**config.mk**
```make
export PLATFORM = sky130hd
export DESIGN_NAME = db_lcu_scheduler
export DESIGN_NICKNAME = d
export VERILOG_FILES = /design/src/rtl/db_pkg.sv /design/src/rtl/db_lcu_pos.sv /design/src/rtl/db_lcu_scheduler.sv
export SDC_FILE = /design/constraint.sdc
export NUM_CORES = 1
export LEC_CHECK = 0
export BUFFER_PORTS_ARGS = -buffer_cell sky130_fd_sc_hd__buf_2
export CORE_UTILIZATION = 44
export DETAILED_ROUTE_END_ITERATION = 7
export PLACE_DENSITY = 0.69
export SLEW_MARGIN = 20
export SYNTH_ARGS = -nofsm -noshare
export SYNTH_HDL_FRONTEND = slang
export SYNTH_SLANG_ARGS = --single-unit
```
**constraint.sdc**
```tcl
create_clock -name clk -period 2.1 [get_ports clk]
set_clock_uncertainty 0.2 [all_clocks]
set_input_delay 0.105 -clock clk [delete_from_list [all_inputs] [get_ports clk]]
set_output_delay 0.105 -clock clk [all_outputs]
set_load 0.01 [all_outputs]
```
**src/rtl/db_pkg.sv**
```systemverilog
// Shared types and defaults for the deblocking LCU scheduler.
package db_pkg;

  typedef enum logic [2:0] {
    StIdle    = 3'b000,
    StWaitLcu = 3'b001,
    StStart   = 3'b011,
    StRun     = 3'b010,
    StNext    = 3'b110,
    StDone    = 3'b100
  } db_state_e;

  // A full controller pass takes about 1258 cycles.
  localparam int unsigned DefaultTimeout = 2048;

endpackage

```
**src/rtl/db_lcu_pos.sv**
```systemverilog
// Raster-order LCU position counter with latched picture totals and last-LCU flag.
module db_lcu_pos #(
  parameter int unsigned PIC_X_WIDTH = 8,
  parameter int unsigned PIC_Y_WIDTH = 8
) (
  input  logic                   clk,
  input  logic                   rst_n,
  input  logic                   load_i,
  input  logic [PIC_X_WIDTH-1:0] total_x_i,
  input  logic [PIC_Y_WIDTH-1:0] total_y_i,
  input  logic                   adv_i,
  output logic [PIC_X_WIDTH-1:0] x_o,
  output logic [PIC_Y_WIDTH-1:0] y_o,
  output logic                   last_o
);

  logic [PIC_X_WIDTH-1:0] x_q, x_d, tx_q, tx_d;
  logic [PIC_Y_WIDTH-1:0] y_q, y_d, ty_q, ty_d;

  assign last_o = (x_q == tx_q) && (y_q == ty_q);

  always_comb begin
    x_d  = x_q;
    y_d  = y_q;
    tx_d = tx_q;
    ty_d = ty_q;
    if (load_i) begin
      tx_d = total_x_i;
      ty_d = total_y_i;
      x_d  = '0;
      y_d  = '0;
    end else if (adv_i && !last_o) begin
      // Never steps past the latched totals.
      if (x_q == tx_q) begin
        x_d = '0;
        y_d = y_q + PIC_Y_WIDTH'(1);
      end else begin
        x_d = x_q + PIC_X_WIDTH'(1);
      end
    end
  end

  always_ff @(posedge clk) begin
    if (!rst_n) begin
      x_q  <= '0;
      y_q  <= '0;
      tx_q <= '0;
      ty_q <= '0;
    end else begin
      x_q  <= x_d;
      y_q  <= y_d;
      tx_q <= tx_d;
      ty_q <= ty_d;
    end
  end

  assign x_o = x_q;
  assign y_o = y_q;

endmodule

```
**src/rtl/db_lcu_scheduler.sv**
```systemverilog
// Frame-level LCU scheduler: waits for upstream data, starts the deblocking controller per LCU
// in raster order, and aborts the frame if the controller does not answer in time.
module db_lcu_scheduler
  import db_pkg::*;
#(
  parameter int unsigned PIC_X_WIDTH = 8,
  parameter int unsigned PIC_Y_WIDTH = 8,
  parameter int unsigned TIMEOUT     = DefaultTimeout
) (
  input  logic                   clk,
  input  logic                   rst_n,
  input  logic                   sys_start_i,
  input  logic [PIC_X_WIDTH-1:0] sys_total_x_i,
  input  logic [PIC_Y_WIDTH-1:0] sys_total_y_i,
  input  logic                   lcu_ready_i,
  input  logic                   db_done_i,
  output logic                   db_start_o,
  output logic [PIC_X_WIDTH-1:0] db_x_o,
  output logic [PIC_Y_WIDTH-1:0] db_y_o,
  output logic                   lcu_ack_o,
  output logic                   sys_done_o,
  output logic                   busy_o,
  output logic                   err_timeout_o
);

  localparam int unsigned        WdW    = $clog2(TIMEOUT);
  localparam logic [WdW-1:0]     WdLast = WdW'(TIMEOUT - 1);

  db_state_e      state_q, state_d;
  logic [WdW-1:0] wd_q, wd_d;
  logic           err_q, err_d;
  logic           pos_load, pos_adv, pos_last;

  db_lcu_pos #(
    .PIC_X_WIDTH(PIC_X_WIDTH),
    .PIC_Y_WIDTH(PIC_Y_WIDTH)
  ) u_pos (
    .clk      (clk),
    .rst_n    (rst_n),
    .load_i   (pos_load),
    .total_x_i(sys_total_x_i),
    .total_y_i(sys_total_y_i),
    .adv_i    (pos_adv),
    .x_o      (db_x_o),
    .y_o      (db_y_o),
    .last_o   (pos_last)
  );

  always_comb begin
    state_d  = state_q;
    wd_d     = wd_q;
    err_d    = err_q;
    pos_load = 1'b0;
    pos_adv  = 1'b0;
    unique case (state_q)
      StIdle: begin
        if (sys_start_i) begin
          state_d  = StWaitLcu;
          pos_load = 1'b1;
          err_d    = 1'b0;
        end
      end
      StWaitLcu: begin
        if (lcu_ready_i) state_d = StStart;
      end
      StStart: begin
        state_d = StRun;
        wd_d    = '0;
      end
      StRun: begin
        // A done on the watchdog's final cycle still counts as success.
        if (db_done_i) begin
          state_d = StNext;
        end else if (wd_q == WdLast) begin
          state_d = StDone;
          err_d   = 1'b1;
        end else begin
          wd_d = wd_q + WdW'(1);
        end
      end
      StNext: begin
        if (pos_last) begin
          state_d = StDone;
        end else begin
          state_d = StWaitLcu;
          pos_adv = 1'b1;
        end
      end
      StDone: state_d = StIdle;
      default: state_d = StIdle;
    endcase
  end

  always_ff @(posedge clk) begin
    if (!rst_n) begin
      state_q <= StIdle;
      wd_q    <= '0;
      err_q   <= 1'b0;
    end else begin
      state_q <= state_d;
      wd_q    <= wd_d;
      err_q   <= err_d;
    end
  end

  assign db_start_o    = (state_q == StStart);
  assign lcu_ack_o     = (state_q == StNext);
  assign sys_done_o    = (state_q == StDone);
  assign busy_o        = (state_q != StIdle);
  assign err_timeout_o = err_q;

endmodule

```
# After elaboration in Yosys (flattened, before gate mapping)

Cells that the tools add are included.
Widths: inputs -> output; s select.

Register bits after elaboration: 47
Bits of input ports: 21
Logic and storage cells: 55

$add $sub $neg: 3
Eq/ne operators: 14
Mux-type cells: 18
Bitwise gates (word level): 1
Reduce and logical (&&, ||, !) cells: 12

Operator list:

| kind                  | number |
|---|---|
| $mux 11               | 2 |
| $pmux 11 s2           | 1 |
| $add 8x1->8 const B   | 2 |
| $eq 8x8->1            | 2 |
| $mux 3                | 5 |
| $pmux 3 s5            | 1 |
| $add 11x1->11 const B | 1 |
| $eq 11x11->1 const B  | 1 |
| $ne 2x2->1 const B    | 5 |
| $mux 8                | 1 |
| $mux 1                | 7 |
| $eq 3x2->1 const B    | 2 |
| $eq 3x3->1 const B    | 2 |
| $reduce_and 3->1      | 2 |
| $reduce_and 4->1      | 1 |
| $reduce_bool 2->1     | 2 |
| $eq 3x1->1 const B    | 1 |
| $logic_not 3->1       | 1 |
| $ne 3x3->1 const B    | 1 |
| $reduce_bool 3->1     | 1 |
| $logic_and 1x1->1     | 2 |
| $pmux 1 s2            | 1 |
| $reduce_and 2->1      | 1 |
| $reduce_or 2->1       | 1 |
| 2 further kinds       | 2 |

# Longest topological paths before layout

Depth in word-level cells: 6
Mapped depth: 7
Gate-level depth less buffers: 6

# By module

From an unflattened synthesis, not the netlist that was laid out.

Cells, all modules: 279
Area total of the unflattened synthesis: 2502.4 um^2

By module, submodules not included:

| module           | times used | cells each | area each (um^2) | sequential area each (um^2) |
|---|---|---|---|---|
| db_lcu_pos       | 1          | 164        | 1572.8           | 640.6 |
| db_lcu_scheduler | 1          | 115        | 929.6            | 300.3 |

# Least setup slack after synthesis

No wires, ideal clock.

Path kind: flip-flop to flip-flop
From: reg u_pos.x_q[0], in the netlist u_pos.x_o[0]
To: reg u_pos.y_q[7], in the netlist u_pos.y_o[7]
Setup time: 72 ps
Arrival time: 1663 ps
Data required time: 1828 ps
Setup slack: 165 ps
Stages on the path, launching flop included: 6
Buffers on the path: 0
Clock period less this slack: 1935 ps
Cells stage by stage: dfxtp_1 -> xnor2_2 -> and4_4 -> o2111ai_4 -> or4_1 -> a21oi_1

Cells in the longest elaborated chain, start to end: 6

Ends and longest elaborated chain:

| element                      | line                               | text |
|---|---|---|
| from (decl)                  | db_lcu_pos.sv:17                   | `logic [PIC_X_WIDTH-1:0] x_q, x_d, tx_q, tx_d;` |
| from (signal assigned)       | db_lcu_pos.sv:45                   | `x_q <= '0;` |
| from (signal assigned)       | db_lcu_pos.sv:50                   | `x_q <= x_d;` |
| $eq 8x8->1 *                 | db_lcu_pos.sv:20, db_lcu_pos.sv:34 |  |
| $logic_and 1x1->1            | db_lcu_pos.sv:20                   | `assign last_o = (x_q == tx_q) && (y_q == ty_q);` |
| $mux 1                       | db_lcu_scheduler.sv:82             | `if (pos_last) begin` |
| $mux 1                       | db_lcu_scheduler.sv:55             | `unique case (state_q)` |
| $logic_and 1x1->1            | db_lcu_pos.sv:32                   | `end else if (adv_i && !last_o) begin` |
| $reduce_and 2->1 (no line) * | -                                  |  |
| to (signal assigned)         | db_lcu_pos.sv:51                   | `y_q <= y_d;` |
| to (decl)                    | db_lcu_pos.sv:18                   | `logic [PIC_Y_WIDTH-1:0] y_q, y_d, ty_q, ty_d;` |

Mark *: on every way between the ends. The rest lies on a longest branch, timed or not.
A chain may end at the register's enable or synchronous reset.

# Worst setup path in the final report

From: reg wd_q[0]
To: reg wd_q[7]

Cells in the longest elaborated chain, start to end: 4

Ends and longest elaborated chain:

| element                | line                    | text |
|---|---|---|
| from (decl)            | db_lcu_scheduler.sv:30  | `logic [WdW-1:0] wd_q, wd_d;` |
| from (signal assigned) | db_lcu_scheduler.sv:101 | `wd_q <= wd_d;` |
| $add 11x1->11          | db_lcu_scheduler.sv:78  | `wd_d = wd_q + WdW'(1);` |
| $mux 11                | db_lcu_scheduler.sv:74  | `end else if (wd_q == WdLast) begin` |
| $mux 11                | db_lcu_scheduler.sv:72  | `if (db_done_i) begin` |
| $pmux 11 s2            | db_lcu_scheduler.sv:55  |  |

Several ways; a longest one is shown, not always the timed one. The select of a mux whose other input is x is not followed.

==> results.cfg <==
[placement]
dpl_cell_area_um2 = 2770
place.gp.congestion = 0.811
place_hpwl_um = 4050
io_buffers = 41

[logic_synthesis]
synthesis.nets = 304
netlist_top_cells_count = 47 x dfxtp_1, 46 x nand2_1, 28 x a21oi_1, 17 x nor2_1, 15 x nand3_1
seq_area_frac_synth_pct = 40.0
syn_inst = 280
postSynthAreaPerCell_um2 = 8.40
ys_top_cells_by_area = dfxtp_1 40%, nand2_1 7.3%, a21oi_1 6.0%
synth.most_common_cell = dfxtp_1
synth_largest_area_cell = dfxtp_1
synth-seq-cells = 47
ys_types = 44
async_reset_ff_share_pct = 0
synth_area_um2 = 2350
netlist.area_leader.share_pct = 40.0
ys_warn_count = 0
synthFlopType = dfxtp_1
synth_edf_count = 0

[global_routing]
overflow = 0
antenna_found_initial = 0
grt_max_degree = 17
grt_pass1_vias = 2135
grt_pass1_wl_um = 9460
gr-usage-all-layers_pct = 22.0

[finish]
final_net_count = 385
syn2layout_area_growth_pct = 32.0
drive_gt1_share_pct = 24.9
final_area_um2 = 3100
antenna_cells = 0
nFillCells = 489

[floorplanning]
io_pins = 42
start_util_pct = 45.7
core-area_um2 = 5140
rows = 26
die_w_um = 75.1
dieHeight_um = 75.1
die-area_um2 = 5640

[run]
cap_violations = 0

[critical_path]
crit_type = flip-flop to flip-flop
endpoint_kind = flip-flop
cp_slowest_cell = or4_1
cp_data_required_time_ns = 2.14
path_delay_family = simple AND/OR/NAND/NOR gates
crit_arrival_ns = 2.03
worstSetupStartpointType = flip-flop
path_buf_inv = 0
cpPeakStageDelay_ns = 0.48
crit_chain = ha_1 > nand3_1 > o31a_1 > o21ai_4 > or4_1 > a21oi_1
path_max_fanout = 10

[timing]
setup_violations = 0
slew_violations = 0
finalCritPeriodShare_pct = 95.1
worstMarginPinSlew_ns = 0.516
clock.fmax_mhz = 501
hold_viol_final = 0
fin_crit_ns = 2.00
maxSlewHeadroom_pct = 65.5

[power]
power_mw = 1.85
cellLeakagePower_nw = 1.18
clkPwrFrac_pct = 35.0
p_sw_uw = 467
intPower_mw = 1.39
power_density_nw_per_um2 = 597
ir_drop_uv = 469
switching_share_pct = 25.2
pwr-share-seq_pct = 50.7
p_comb_share_pct = 14.3

[route]
drc = 0
avgRoutedWirePerCell_um = 13.0
drt.antenna.violating_nets = 0
drt_iter0_markers = 98
routed-via-count = 2305
vias_per_cell = 5.35
drtPass1Iterations = 4
routed_wl_um = 5610

[clock_network]
clockRootBuffer = clkbuf_8
clock_sinks = 47
numCtsBuffers = 5
clockBufferDepth = 2
tritoncts = built
clk-insertion-delay-late_ns = 0.30
htreeDepth = 2
path_clk_slew_ns = 0.09

[run_status]
outcome = finished, final reports clean

[min_path]
hp-class = input port to flip-flop
through the flow:
stage	util [%]	setup slack (ns)	hold slack [ns]	std cells	setup TNS, ns
6_report	60.4	0.103	0.0121	431	0
5_1_grt	60.4	-0.00300	0.0492	431	-0.00300
4_1_cts	59.6	0.0661	0.000420	430	0
3_5_place_dp	53.9	0.0916	0.153	404	0
3_3_place_gp	53.9	0.134	0.145	404	0
2_1_floorplan	-	0.165	0.0410	280	0
flip-flops by register name, indices dropped and copies added (netlist names):
name,flops
u_pos.ty_q,8
err_timeout_o,1
u_pos.y_o,8
wd_q,11
state_q,3
u_pos.x_o,8
u_pos.tx_q,8
metal layers:
layer	up-vias	track usage (%)	routed length, um
li1	1162	-	-
met4	0	7.13	116
met2	56	37.7	2690
met5	-	0	0
met1	1075	27.9	2590
met3	12	4.02	202
final cells by class:
class | count | area [um2] | share of cell area, %
multi-input cells | 215 | 1360 | 43.8
inverters | 7 | 26.3 | 0.846
clock inverters | 1 | 30.0 | 0.967
repair buffers | 85 | 583 | 18.8
well taps | 70 | 87.6 | 2.82
clock buffers | 6 | 72.6 | 2.34
flip-flops and latches | 47 | 946 | 30.5
worst paths after layout:
kind              slack (ns)       endpoint           from  depth (start not counted)
hold / removal          0.01     state_q[0]    sys_start_i                          3
setup reg to reg        0.10        wd_q[7]        wd_q[0]                          6
hold reg to reg         0.27  err_timeout_o  err_timeout_o                          1
setup / recovery        0.10        wd_q[7]        wd_q[0]                          6
layout by cell type (no fill, tap or decap), drive strengths merged, types with 3 or more instances in the layout:
cell and n:
a21boi 6, or4 8, dlygate4sd3 19, clkbuf 6, a21oi 28, xnor2 16
or3 10, nor2 17, nor3b 3, nor3 3, nand2 46, o21ai 14
nand3 15, o21a 3, nand4 8, inv 7, a31oi 3, ha 3
xor2 3, buf 66, o31ai 5, dfxtp 47
what timing repair did:
item                                   4_1_cts  5_1_grt
resized for setup                            0        8
hold buffers                                19        0
setup endpoints to repair                    0        6
buffers inserted                             0        1
endpoints found under the hold margin       21        0
power groups by stage:
stage	combinational, mW	sequential [mW]	clock [mW]
after floorplan	0.163	0.956	0
after global placement	0.231	0.958	0
after detailed placement	0.234	0.959	0
after CTS	0.261	0.939	0.660
after global routing	0.296	0.943	0.691
final	0.266	0.939	0.650
cell families after synthesis:
| group | synth area share (%) |
|---|---|
| AO/OA/AOI/OAI | 18.7 |
| XOR/XNOR | 8.04 |
| adder cells (fa/ha/maj) | 1.60 |
| buffers and inverters | 3.46 |
| flip-flops | 40.0 |
| multiplexers | 0.852 |
| AND/OR/NAND/NOR | 27.3 |
worst reg2reg max path: stages, from the launching register on:
cell     delay [ns]
dfxtp_2        0.36
ha_1           0.21
nand3_1        0.12
o31a_1         0.29
o21ai_4        0.13
or4_1          0.48
a21oi_1        0.15
Power figures use the tool's default switching activity.
